==> src/rtl/ps2_host_tx_if.sv <==
// Request/status handshake and PS/2 pin group for the host-to-device transmitter.
// The pins are the resolved open-drain line levels; the _oe signals pull them low.
interface ps2_host_tx_if;
    logic       ps2_clk;
    logic       ps2_data;
    logic       ps2_clk_oe;
    logic       ps2_data_oe;
    logic [7:0] tx_data;
    logic       tx_valid;
    logic       tx_ready;
    logic       busy;
    logic       done;
    logic       ack_ok;
    logic       error;

    // Requester side (keyboard controller / bench)
    modport master (
        output tx_data, tx_valid,
        input  tx_ready, busy, done, ack_ok, error,
        input  ps2_clk, ps2_data, ps2_clk_oe, ps2_data_oe
    );

    // Transmitter side
    modport slave (
        input  ps2_clk, ps2_data, tx_data, tx_valid,
        output ps2_clk_oe, ps2_data_oe, tx_ready, busy, done, ack_ok, error
    );
endinterface

==> src/rtl/ps2_host_tx.sv <==
// PS/2 host-to-device command transmitter: inhibit, start, 8 data bits LSB first,
// odd parity, stop, then checks the device acknowledge bit. Open-drain pins are
// driven through the _oe outputs (1 = pull low).
module ps2_host_tx #(
    parameter int unsigned INHIBIT_CYCLES = 5000,
    parameter int unsigned TIMEOUT_CYCLES = 1000000
) (
    input logic          clk,
    input logic          clrn,
    ps2_host_tx_if.slave bus
);

    localparam int unsigned CntMax = (INHIBIT_CYCLES > TIMEOUT_CYCLES) ?
                                     INHIBIT_CYCLES : TIMEOUT_CYCLES;
    localparam int unsigned CntW   = $clog2(CntMax + 1);
    localparam logic [CntW-1:0] InhLast = CntW'(INHIBIT_CYCLES - 1);
    localparam logic [CntW-1:0] TmoLast = CntW'(TIMEOUT_CYCLES - 1);

    localparam logic [2:0] StIdle     = 3'd0;
    localparam logic [2:0] StInhibit  = 3'd1;
    localparam logic [2:0] StStart    = 3'd2;
    localparam logic [2:0] StSend     = 3'd3;
    localparam logic [2:0] StAck      = 3'd4;
    localparam logic [2:0] StWaitIdle = 3'd5;
    localparam logic [2:0] StDone     = 3'd6;

    logic [2:0]      state_q, state_d;
    logic [CntW-1:0] cnt_q, cnt_d;
    logic [3:0]      n_q, n_d;
    logic [7:0]      data_q, data_d;
    logic            parity_q, parity_d;
    logic            clk_oe_q, clk_oe_d;
    logic            data_oe_q, data_oe_d;
    logic            ack_ok_q, ack_ok_d;
    logic            error_q, error_d;
    logic [2:0]      clk_sync_q;
    logic [1:0]      data_sync_q;
    logic            clk_fall;

    // Previous synchronised sample high, current low
    assign clk_fall = clk_sync_q[2] & ~clk_sync_q[1];

    // Pin synchronisers; reset to the idle (released) line level
    always_ff @(posedge clk) begin
        if (clrn) begin
            clk_sync_q  <= 3'b111;
            data_sync_q <= 2'b11;
        end else begin
            clk_sync_q  <= {clk_sync_q[1:0], bus.ps2_clk};
            data_sync_q <= {data_sync_q[0], bus.ps2_data};
        end
    end

    // Transaction sequencing and next-state for every register
    always_comb begin
        state_d   = state_q;
        cnt_d     = cnt_q;
        n_d       = n_q;
        data_d    = data_q;
        parity_d  = parity_q;
        clk_oe_d  = clk_oe_q;
        data_oe_d = data_oe_q;
        ack_ok_d  = ack_ok_q;
        error_d   = error_q;
        case (state_q)
            StIdle: begin
                if (bus.tx_valid) begin
                    data_d   = bus.tx_data;
                    parity_d = ~^bus.tx_data;
                    ack_ok_d = 1'b0;
                    error_d  = 1'b0;
                    cnt_d    = '0;
                    clk_oe_d = 1'b1;
                    state_d  = StInhibit;
                end
            end
            StInhibit: begin
                if (cnt_q == InhLast) begin
                    data_oe_d = 1'b1;
                    state_d   = StStart;
                end else begin
                    cnt_d = cnt_q + 1'b1;
                end
            end
            StStart: begin
                clk_oe_d = 1'b0;
                cnt_d    = '0;
                n_d      = '0;
                state_d  = StSend;
            end
            StSend, StAck, StWaitIdle: begin
                // Timeout is checked first so it wins over a coincident edge
                if (cnt_q == TmoLast) begin
                    clk_oe_d  = 1'b0;
                    data_oe_d = 1'b0;
                    ack_ok_d  = 1'b0;
                    error_d   = 1'b1;
                    state_d   = StDone;
                end else begin
                    cnt_d = cnt_q + 1'b1;
                    if (state_q == StSend) begin
                        if (clk_fall) begin
                            n_d = n_q + 4'd1;
                            if (n_q < 4'd8) begin
                                data_oe_d = ~data_q[n_q[2:0]];
                            end else if (n_q == 4'd8) begin
                                data_oe_d = ~parity_q;
                            end else begin
                                data_oe_d = 1'b0;
                                state_d   = StAck;
                            end
                        end
                    end else if (state_q == StAck) begin
                        if (clk_fall) begin
                            ack_ok_d = ~data_sync_q[1];
                            state_d  = StWaitIdle;
                        end
                    end else if (clk_sync_q[1] && data_sync_q[1]) begin
                        state_d = StDone;
                    end
                end
            end
            StDone: begin
                state_d = StIdle;
            end
            default: begin
                state_d = StIdle;
            end
        endcase
    end

    // State registers with synchronous reset
    always_ff @(posedge clk) begin
        if (clrn) begin
            state_q   <= StIdle;
            cnt_q     <= '0;
            n_q       <= '0;
            data_q    <= '0;
            parity_q  <= 1'b0;
            clk_oe_q  <= 1'b0;
            data_oe_q <= 1'b0;
            ack_ok_q  <= 1'b0;
            error_q   <= 1'b0;
        end else begin
            state_q   <= state_d;
            cnt_q     <= cnt_d;
            n_q       <= n_d;
            data_q    <= data_d;
            parity_q  <= parity_d;
            clk_oe_q  <= clk_oe_d;
            data_oe_q <= data_oe_d;
            ack_ok_q  <= ack_ok_d;
            error_q   <= error_d;
        end
    end

    assign bus.ps2_clk_oe  = clk_oe_q;
    assign bus.ps2_data_oe = data_oe_q;
    assign bus.tx_ready    = (state_q == StIdle);
    assign bus.busy        = (state_q != StIdle);
    assign bus.done        = (state_q == StDone);
    assign bus.ack_ok      = ack_ok_q;
    assign bus.error       = error_q;

endmodule

==> src/flat_wrapper.sv <==
// flat-port wrapper written by rule: the top's interface ports become plain ports
module ps2_host_tx_flat 
#(
    parameter int unsigned INHIBIT_CYCLES = 5000,
    parameter int unsigned TIMEOUT_CYCLES = 1000000
)
  (clk, clrn, bus_ps2_clk, bus_ps2_data, bus_tx_data, bus_tx_valid, bus_ps2_clk_oe, bus_ps2_data_oe, bus_tx_ready, bus_busy, bus_done, bus_ack_ok, bus_error);
  ps2_host_tx_if bus_i ();
  input logic clk;
  input logic clrn;
  input wire logic [$bits(bus_i.ps2_clk)-1:0] bus_ps2_clk;
  input wire logic [$bits(bus_i.ps2_data)-1:0] bus_ps2_data;
  input wire logic [$bits(bus_i.tx_data)-1:0] bus_tx_data;
  input wire logic [$bits(bus_i.tx_valid)-1:0] bus_tx_valid;
  output wire logic [$bits(bus_i.ps2_clk_oe)-1:0] bus_ps2_clk_oe;
  output wire logic [$bits(bus_i.ps2_data_oe)-1:0] bus_ps2_data_oe;
  output wire logic [$bits(bus_i.tx_ready)-1:0] bus_tx_ready;
  output wire logic [$bits(bus_i.busy)-1:0] bus_busy;
  output wire logic [$bits(bus_i.done)-1:0] bus_done;
  output wire logic [$bits(bus_i.ack_ok)-1:0] bus_ack_ok;
  output wire logic [$bits(bus_i.error)-1:0] bus_error;
  assign bus_i.ps2_clk = bus_ps2_clk;
  assign bus_i.ps2_data = bus_ps2_data;
  assign bus_i.tx_data = bus_tx_data;
  assign bus_i.tx_valid = bus_tx_valid;
  assign bus_ps2_clk_oe = bus_i.ps2_clk_oe;
  assign bus_ps2_data_oe = bus_i.ps2_data_oe;
  assign bus_tx_ready = bus_i.tx_ready;
  assign bus_busy = bus_i.busy;
  assign bus_done = bus_i.done;
  assign bus_ack_ok = bus_i.ack_ok;
  assign bus_error = bus_i.error;
  ps2_host_tx #(.INHIBIT_CYCLES(INHIBIT_CYCLES), .TIMEOUT_CYCLES(TIMEOUT_CYCLES)) u_core (.clk(clk), .clrn(clrn), .bus(bus_i));
endmodule
==> config.mk <==
export PLATFORM = sky130hd
export DESIGN_NAME = ps2_host_tx_flat
export DESIGN_NICKNAME = d
export VERILOG_FILES = /design/src/rtl/ps2_host_tx_if.sv /design/src/rtl/ps2_host_tx.sv /design/src/flat_wrapper.sv
export SDC_FILE = /design/constraint.sdc
export NUM_CORES = 1
export LEC_CHECK = 0
export ABC_CLOCK_PERIOD_IN_PS = 4100
export CORE_ASPECT_RATIO = 1.75
export CORE_UTILIZATION = 40
export CTS_CLUSTER_DIAMETER = 40
export CTS_CLUSTER_SIZE = 24
export DETAILED_ROUTE_END_ITERATION = 7
export GPL_TIMING_DRIVEN = 0
export PLACE_DENSITY_LB_ADDON = 0.25
export SYNTH_ARGS = -nofsm -noshare
export SYNTH_HDL_FRONTEND = slang
export SYNTH_SLANG_ARGS = --single-unit
==> constraint.sdc <==
create_clock -name clk -period 4.1 [get_ports clk]
set_input_delay 0.82 -clock clk [delete_from_list [all_inputs] [get_ports clk]]
set_output_delay 0.82 -clock clk [all_outputs]
set_load 0.01 [all_outputs]
Yosys cells after proc, flatten, opt, wreduce, memory -nomap -nowiden
Cells that the tools add are included.
{"block": "totals", "in_bits": 13, "word_cells": 102, "regBits": 45, "output_inout_bits": 7}
{"block": "classes", "reduce_logical": 18, "add_sub_neg": 2, "mux": 39, "bitwise": 5, "eq_ne": 25, "order_cmp": 2}
{"cell": "20-bit one-hot mux with 4 select lines", "n": 1}
{"cell": "20-bit two-way mux", "n": 3}
{"cell": "3-bit two-way mux", "n": 10}
{"cell": "20-bit by 1-bit adder with 20-bit output, second input constant", "n": 1}
{"cell": "20-bit by 13-bit == test with 1-bit output, second input constant", "n": 1}
{"cell": "20-bit == test, second input constant", "n": 1}
{"cell": "1-bit two-way mux", "n": 15}
{"cell": "4-bit two-way mux", "n": 3}
{"cell": "3-bit one-hot mux with 4 select lines", "n": 1}
{"cell": "4-bit AND reduction", "n": 3}
{"cell": "3-bit == test, second input constant", "n": 3}
{"cell": "3-bit by 1-bit inequality test with 1-bit output, second input constant", "n": 3}
{"cell": "2-bit by 1-bit inequality test with 1-bit output, second input constant", "n": 4}
{"cell": "4-bit by 2-bit inequality test with 1-bit output, second input constant", "n": 2}
{"cell": "4-bit by 3-bit inequality test with 1-bit output, second input constant", "n": 2}
{"cell": "4-bit one-hot mux with 2 select lines", "n": 1}
{"cell": "8-bit XNOR reduction", "n": 1}
{"cell": "7-bit AND reduction", "n": 1}
{"cell": "3-bit by 2-bit == test with 1-bit output, second input constant", "n": 2}
{"cell": "2-bit inequality test, second input constant", "n": 3}
{"cell": "1-bit one-hot mux with 2 select lines", "n": 3}
{"cell": "3-bit AND reduction", "n": 2}
{"cell": "2-bit nonzero test", "n": 3}
{"cell": "3-bit nonzero test", "n": 2}
{"cell": "other kinds (17)", "n": 20}

Longest topological paths before layout
Gate-level depths: netlist of run 1.
{"block": "depth", "word_depth": 8, "depth_mapped": 9}

Worst setup path before layout of run 1
No wires, ideal clock.
{"block": "synth_path", "path_type": "reg2reg", "from": "register u_core.cnt_q[0]", "to": "register u_core.cnt_q[17]", "setup_slack_ns": 1.681, "setup_ns": 0.101, "stages_incl_launch_ff": 10, "t_required_ns": 3.999, "t_arrival_ns": 2.318, "path_cell_list": "dfxtp_1 ha_1 or4bb_4 or4_4 o31ai_4 or2_1 buf_6 buf_12 o211ai_1 o41ai_1"}
{"block": "synth_via", "elab_chain_cells": 3, "elab_cells_between_ends": 9}
{"element": "start: declaration", "line_no": "ps2_host_tx.sv:28", "source": "logic [CntW-1:0] cnt_q, cnt_d;"}
{"element": "start signal: assignment", "line_no": "ps2_host_tx.sv:146", "source": "cnt_q <= cnt_d;"}
{"element": "20-bit by 1-bit adder with 20-bit output, or another cell as far along", "line_no": "ps2_host_tx.sv:82, ps2_host_tx.sv:100"}
{"element": "20-bit two-way mux, or another cell as far along", "line_no": "ps2_host_tx.sv:93", "source": "if (cnt_q == TmoLast) begin"}
{"element": "20-bit one-hot mux with 4 select lines or 4-bit AND reduction (tied branches)"}
Several ways; a longest one is shown, not always the timed one. The select of a mux whose other input is x is not followed.
A chain may end at the register's enable or synchronous reset.

Worst setup path after layout of run 1
{"block": "layout_path", "from": "register u_core.state_q[2]", "to": "output bus_tx_ready"}
{"block": "layout_via", "elab_chain_cells": 1}
{"element": "start: declaration", "line_no": "ps2_host_tx.sv:27", "source": "logic [2:0] state_q, state_d;"}
{"element": "start signal: assignment", "line_no": "ps2_host_tx.sv:135", "source": "state_q <= StIdle;"}
{"element": "start signal: assignment", "line_no": "ps2_host_tx.sv:145", "source": "state_q <= state_d;"}
{"element": "3-bit logical NOT", "line_no": "ps2_host_tx.sv:159", "source": "assign bus.tx_ready = (state_q == StIdle);"}
{"element": "end: declaration", "line_no": "flat_wrapper.sv:17", "source": "output wire logic [$bits(bus_i.tx_ready)-1:0] bus_tx_ready;"}
No other way between the ends.

==> results of run 1 <==
-- cell families (layout without fill, tap and decap cells) --
logic type      count (synthesis)  after routing  synth area share [%]
fa+ha+maj                       6              6                  2.85
flops                          45             45                  34.2
buf+inv                        28             54                  5.41
simple gates                  150            150                  29.4
compound gates                 91             91                  23.0
xor+xnor                        7              7                  2.33
mux                             5              5                  2.85
-- through the flow --
stage	utilization [%]	setup slack (ns)	instances
final	47.9	1.01	438
after global routing	47.9	0.846	438
after CTS	47.9	1.03	438
after detailed placement	46.5	1.06	430
after global placement	46.5	1.05	430
after floorplan	-	1.68	332
-- final timing paths --
path	depth (start not counted)	slack, ns	endpoint	from
worst max-delay path	3	1.01	bus_tx_ready	u_core.state_q[2]
worst min-delay path	1	0.42	u_core.clk_sync_q[1]	u_core.clk_sync_q[0]
worst max register to register	8	1.21	u_core.state_q[1]	u_core.cnt_q[0]
worst min register to register	1	0.42	u_core.clk_sync_q[1]	u_core.clk_sync_q[0]
-- layout make-up --
type,count,share of cell area (%)
plain buffers,19,3.62
flip-flops and latches,45,30.0
multi-input cells,259,53.0
inverters,9,1.12
clock buffers,5,2.29
repair buffers,18,5.99
well taps,80,3.33
clock inverters,3,0.707
-- flip-flops by register name, indices dropped and copies added (netlist names) --
name,cells
u_core.parity_q,1
u_core.bus.ps2_clk_oe,1
u_core.n_q,4
u_core.clk_sync_q,3
u_core.bus.ps2_data_oe,1
u_core.cnt_q,20
u_core.data_q,8
u_core.data_sync_q,2
u_core.bus.ack_ok,1
u_core.bus.error,1
u_core.state_q,3
-- worst register-to-register path, cell delays in order (launching register included) --
cell and delay [ns]:
sky130_fd_sc_hd__dfxtp_1 0.42, sky130_fd_sc_hd__ha_1 0.27, sky130_fd_sc_hd__nand3_1 0.18, sky130_fd_sc_hd__nor4_1 0.75
sky130_fd_sc_hd__and2_1 0.22, sky130_fd_sc_hd__clkbuf_2 0.23, sky130_fd_sc_hd__o31ai_1 0.09, sky130_fd_sc_hd__a2111oi_0 0.51
sky130_fd_sc_hd__a31o_1 0.15
-- layout by cell type, fill, tap and decap left out, types with 7 or more instances in the layout --
cell / netlist / routed
sky130_fd_sc_hd__xnor2_1: 7 / 7
sky130_fd_sc_hd__nand4_1: 7 / 7
sky130_fd_sc_hd__clkbuf_1: 12 / 12
sky130_fd_sc_hd__nand3_1: 9 / 9
sky130_fd_sc_hd__nand2_1: 44 / 44
sky130_fd_sc_hd__or2_2: 7 / 7
sky130_fd_sc_hd__inv_1: 9 / 9
sky130_fd_sc_hd__dfxtp_1: 45 / 45
sky130_fd_sc_hd__a21oi_1: 35 / 35
sky130_fd_sc_hd__clkdlybuf4s50_1: 0 / 18
sky130_fd_sc_hd__nor3_1: 13 / 13
sky130_fd_sc_hd__nor2_1: 29 / 29
sky130_fd_sc_hd__o21ai_0: 17 / 17
-- routing by layer --
layer	wire, um	up-vias	GRT usage, %
li1	-	1262	-
met1	2880	1235	23.9
met2	3890	72	41.8
met3	243	20	4.15
met4	284	0	13.6
met5	0	-	0
-- power by group through the flow --
stage | Combinational [uW] | Sequential [uW] | Clock (uW)
2_1_floorplan | 418 | 511 | 0
3_3_place_gp | 596 | 516 | 0
3_5_place_dp | 597 | 517 | 0
4_1_cts | 600 | 507 | 300
5_1_grt | 663 | 511 | 316
6_report | 601 | 506 | 293
==> flow_summary.rst, run 1 <==
.. list-table::
   :header-rows: 1

   * - Metric
     - Value
   * - Count leader, synth
     - sky130_fd_sc_hd__dfxtp_1
   * - Seq pwr share
     - 36.2%
   * - Sequential element share of the synthesized area
     - 34.2%
   * - Bufs and invs on worst path
     - 2
   * - Final weighted congestion of routability-driven global placement
     - 0.891
   * - # port buffers
     - 18
   * - Total count of max-transition violations in the final report
     - 0
   * - Post-detail-place hpwl
     - 5360 um
   * - Number of placement rows
     - 38
   * - Proportion of power drawn by combinational gates
     - 42.9%
   * - Max Fanout on Critical Path
     - 10
   * - Total standard cell area after synthesis
     - 0.00264 mm2
   * - Finished Cell Area
     - 0.00301 mm2
   * - Clock Power Share
     - 20.9%
   * - Number of flops mapped to enable cells by yosys
     - 0
   * - Top delay family on crit path
     - buffers and inverters
   * - Cell taking the most area after synthesis
     - sky130_fd_sc_hd__dfxtp_1
   * - Post-route setup TNS
     - 0 ns
   * - Total overflow reported by the global router
     - 0
   * - Final hold vios
     - 0
   * - Chain of cells forming the critical path
     - clkbuf_1, nor3_1, clkdlybuf4s50_1
   * - Via density per instance
     - 5.91
   * - 1st-pass router iterations
     - 4
   * - Setup violation total in the final timing report
     - 0
   * - Die outline width
     - 63.4 um
   * - Transition time at the pin with the least slew margin
     - 0.805 ns
   * - Number of instances resized during post-cts repair
     - 0
   * - CTS max path bufs
     - 2
   * - Final clock skew
     - 0.0126 ns
   * - Antenna violations before repair
     - 0
   * - Largest stage delay on the critical path
     - 0.66 ns
   * - Total power of the final layout
     - 1400 uW
   * - First-pass GRT wire length
     - 12,200 um
   * - Peak ir drop on the vdd network
     - 185 uV
   * - Switching share of power
     - 39.9%
   * - Lkg Pwr
     - 0.00104 uW
   * - Iteration-0 DRC Markers
     - 156
   * - Share of the cycle needed by the critical path after routing
     - 75.3%
   * - Initial cell density of the core
     - 42.0%
   * - Cell area power density
     - 466 mW/mm2
   * - Die H
     - 109 um
   * - Post-DR wirelength/cell
     - 16.6 um
   * - Crit. End Element
     - output pin
   * - Outcome
     - finished clean
   * - Dominant cells by area after synthesis
     - sky130_fd_sc_hd__dfxtp_1, sky130_fd_sc_hd__a21oi_1, sky130_fd_sc_hd__nand2_1
   * - Worst-case hold slack
     - 0.418 ns
   * - Vias post-DR
     - 2,589
   * - Synthesized area per cell
     - 7.94 um2
   * - Die area
     - 0.00693 mm2
   * - Dominant synthesized flop cell
     - sky130_fd_sc_hd__dfxtp_1
   * - Fraction of registers with async set/reset
     - 0%
   * - Synth cell count leaders
     - sky130_fd_sc_hd__dfxtp_1, sky130_fd_sc_hd__nand2_1, sky130_fd_sc_hd__a21oi_1, sky130_fd_sc_hd__nor2_1, sky130_fd_sc_hd__o21ai_0
   * - Largest net degree at the start of global routing
     - 16
   * - Cell at the root of the clock tree
     - sky130_fd_sc_hd__clkbuf_8
   * - Number of hold-repair buffers added at the cts stage
     - 0
   * - Overall track demand over capacity in global routing
     - 22.8%
   * - Internal cell power
     - 841 uW
   * - NetSw
     - 559 uW
   * - Required time at the endpoint of the critical path
     - 3.28 ns
   * - Total area of multi-input combinational cells
     - 0.00159 mm2
   * - Fmax achieved
     - 0.324 GHz
   * - Fraction of final layout cells with drive strength greater than 1
     - 10.6%
   * - Minimum period implied by the final worst setup slack
     - 3.09 ns
   * - Antenna Diode Count
     - 0
   * - Fill cell count
     - 668
   * - Core area
     - 0.00628 mm2
   * - Post-synthesis cell type count
     - 63
   * - Final Routed Wirelength
     - 7290 um
   * - CTS clk-pin slew, worst paths
     - 0.08 ns
   * - Register bit count reported by yosys
     - 45
   * - Num CTS Buffers
     - 5
   * - Yosys top cell area share
     - 34.2%
   * - Top-level I/O count
     - 20
   * - Area delta synth->final
     - 14.0%
   * - Number of instances in the synthesized netlist
     - 332
   * - RSZ-0062 raised after global routing
     - false
   * - Syn nets
     - 351
   * - Worst hold path class
     - reg2reg
   * - Clock insertion delay at the later pin of the skew report
     - 0.32 ns
   * - Worst setup path category
     - reg2out
   * - Setup crit start kind
     - register
   * - Crit path arrival time
     - 2.27 ns
   * - Remaining DRCs
     - 0
   * - Number of warnings issued by yosys
     - 0
   * - Max-capacitance violation count
     - 0
   * - Post-placement cell area
     - 0.00292 mm2
   * - Clk sinks
     - 45
   * - Number of global-route vias before repair
     - 2,578
   * - Post-detailed-route count of antenna-violating nets
     - 0
   * - Worst relative slew slack
     - 45.8%
   * - Number of buffers added for setup after CTS
     - 0
   * - Net total in the final layout
     - 376
   * - Area occupied by registers
     - 901 um2
   * - CTS tree
     - yes
   * - Deepest level of the CTS H-tree
     - 2
   * - Slowest cell on crit path
     - sky130_fd_sc_hd__clkdlybuf4s50_1
No activity file was read; power rests on OpenSTA's default activity.
==> run 2: changes to the inputs <==
--- a/config.mk
+++ b/config.mk
@@ -5,7 +5,7 @@
 export SDC_FILE = /design/constraint.sdc
 export NUM_CORES = 1
 export LEC_CHECK = 0
-export ABC_CLOCK_PERIOD_IN_PS = 4100
+export ABC_CLOCK_PERIOD_IN_PS = 3090
 export CORE_ASPECT_RATIO = 1.75
 export CORE_UTILIZATION = 40
 export CTS_CLUSTER_DIAMETER = 40
==> constraint.sdc (replaced) <==
create_clock -name clk -period 3.09 [get_ports clk]
set_input_delay 0.618 -clock clk [delete_from_list [all_inputs] [get_ports clk]]
set_output_delay 0.618 -clock clk [all_outputs]
set_load 0.01 [all_outputs]
==> run 2 against run 1 <==
Compared with the run above: flip-flop and latch count stayed put; clock skew about the same; combinational power rose by 33%; critical path depth stayed put; global-route usage unchanged; total power up 33%; clock power increased by 32%; sequential power rose by 33%.
==> flow_summary.rst, run 2 (synthesis results as in run 1) <==
.. list-table::
   :header-rows: 1

   * - Metric
     - Value
   * - Total power of the final layout
     - 1860 uW
   * - Fmax achieved
     - 0.347 GHz
   * - Finished Core Util
     - 48.0%
   * - Area delta synth->final
     - 14.3%
   * - Fraction of final layout cells with drive strength greater than 1
     - 10.9%
   * - Cell at the root of the clock tree
     - sky130_fd_sc_hd__clkbuf_8
   * - Num CTS Buffers
     - 5
   * - Register bank with the most flops
     - u_core.cnt_q
   * - Antenna violations before repair
     - 0
   * - Initial cell density of the core
     - 42.0%
   * - Peak ir drop on the vdd network
     - 244 uV
   * - Lkg Pwr
     - 0.00104 uW
   * - Top flop regs
     - u_core.cnt_q: 20 flops, u_core.data_q: 8 flops, u_core.n_q: 4 flops
   * - CTS clk-pin slew, worst paths
     - 0.08 ns
   * - Final clock skew
     - 0.0126 ns
   * - Die outline width
     - 63.4 um
   * - Setup violation total in the final timing report
     - 0
   * - Worst setup slack for register-to-register paths
     - 0.34 ns
   * - Deepest level of the CTS H-tree
     - 2
   * - Final hold vios
     - 0
   * - Total overflow reported by the global router
     - 0
   * - Final Routed Wirelength
     - 7290 um
   * - Minimum period implied by the final worst setup slack
     - 2.88 ns
   * - Remaining DRCs
     - 0
   * - Hold path depth
     - 1
   * - Worst hold path class
     - reg2reg
   * - Vias post-DR
     - 2,585
   * - Number of hold-repair buffers added at the cts stage
     - 0
   * - Depth of the worst register-to-register path
     - 7
   * - Clock insertion delay at the later pin of the skew report
     - 0.32 ns
   * - Commonest non-fill, non-tap cell in the layout
     - sky130_fd_sc_hd__dfxtp_1
   * - Overall track demand over capacity in global routing
     - 22.8%
   * - Net total in the final layout
     - 376
   * - Die H
     - 109 um
   * - CTS max path bufs
     - 2
   * - Crit. End Element
     - output pin
   * - Die area
     - 0.00693 mm2
   * - Total area of multi-input combinational cells
     - 0.00160 mm2
   * - Top-level I/O count
     - 20
   * - Core area
     - 0.00628 mm2
   * - Iteration-0 DRC Markers
     - 157
   * - First-pass GRT wire length
     - 12,200 um
   * - # port buffers
     - 18
   * - Share of the cycle needed by the critical path after routing
     - 93.3%
   * - Commonest non-fill, non-tap cells in the layout
     - sky130_fd_sc_hd__dfxtp_1, sky130_fd_sc_hd__nand2_1, sky130_fd_sc_hd__a21oi_1
   * - Number of placement rows
     - 38
   * - Total count of max-transition violations in the final report
     - 0
   * - Post-detail-place hpwl
     - 5360 um
   * - Fill cell count
     - 666
   * - Max-capacitance violation count
     - 0
   * - Crit path arrival time
     - 2.26 ns
   * - Area occupied by registers
     - 901 um2
   * - Final weighted congestion of routability-driven global placement
     - 0.891
   * - Worst setup path category
     - reg2out
   * - Required time at the endpoint of the critical path
     - 2.47 ns
   * - Worst relative slew slack
     - 55.5%
   * - Largest net degree at the start of global routing
     - 16
   * - Post-DR wirelength/cell
     - 16.6 um
   * - 1st-pass router iterations
     - 4
   * - Via density per instance
     - 5.90
   * - Outcome
     - finished clean
   * - Cell area power density
     - 616 mW/mm2
   * - Transition time at the pin with the least slew margin
     - 0.668 ns
   * - Post-route worst setup slack
     - 0.208 ns
   * - Number of global-route vias before repair
     - 2,578
   * - Clk sinks
     - 45
   * - CTS tree
     - yes
   * - Antenna Diode Count
     - 0
   * - Max Fanout on Critical Path
     - 10
   * - Post-route setup TNS
     - 0 ns
   * - RSZ-0062 raised after global routing
     - false
   * - Post-detailed-route count of antenna-violating nets
     - 0
   * - Setup crit start kind
     - register
   * - Minimum setup slack after placement
     - 0.252 ns
   * - Flip-flop count of the largest register, all copies and words added
     - 20
## run 2: cell counts in the layout (fill, tap and decap cells not counted)
Identical to the previous run, type by type.
## run 2: cell type report
cell class                 count  share of cell area (%)
buffer                        19                    3.61
clock buffer                   5                    2.28
clock inverter                 3                   0.706
inverter                       9                    1.12
multi-input combinational    259                    53.1
sequential                    45                    29.9
tap                           80                    3.32
timing repair buffer          18                    5.98
## run 2: power breakdown
group | switching, uW | internal [uW]
registers | 38.6 | 633
logic | 476 | 322
clock network | 225 | 161
## run 2: worst paths after layout
kind,from,to
setup / recovery,u_core.state_q[2],bus_tx_ready
hold reg to reg,u_core.clk_sync_q[0],u_core.clk_sync_q[1]
setup reg to reg,u_core.cnt_q[0],u_core.state_q[1]
hold / removal,u_core.clk_sync_q[0],u_core.clk_sync_q[1]
## run 2: timing repair
| item | 4_1_cts | 5_1_grt |
|---|---|---|
| buffers inserted | 0 | 0 |
| endpoints found under the setup margin | 0 | 1 |
| resized for setup | 0 | 1 |
## run 2: metal layers
| metal | vias up | part of all wire [%] | global-route usage [%] |
|---|---|---|---|
| met5 | - | 0 | 0 |
| met4 | 0 | 3.9 | 13.6 |
| met3 | 20 | 3.4 | 4.15 |
| met2 | 68 | 54 | 41.8 |
| met1 | 1235 | 39 | 23.9 |
| li1 | 1262 | - | - |
## run 2: critical path, stage by stage (launching register included)
cell and delay, ns:
sky130_fd_sc_hd__dfxtp_1 0.43, sky130_fd_sc_hd__clkbuf_1 0.27, sky130_fd_sc_hd__nor3_1 0.61, sky130_fd_sc_hd__clkdlybuf4s50_1 0.66
## run 2: stage by stage
step           hold slack (ns)  cell area (um2)  std cells
2_1_floorplan            0.389             2640        332
3_3_place_gp             0.392             2920        430
3_5_place_dp             0.400             2920        430
4_1_cts                  0.419             3010        438
5_1_grt                  0.447             3010        438
6_report                 0.417             3010        438
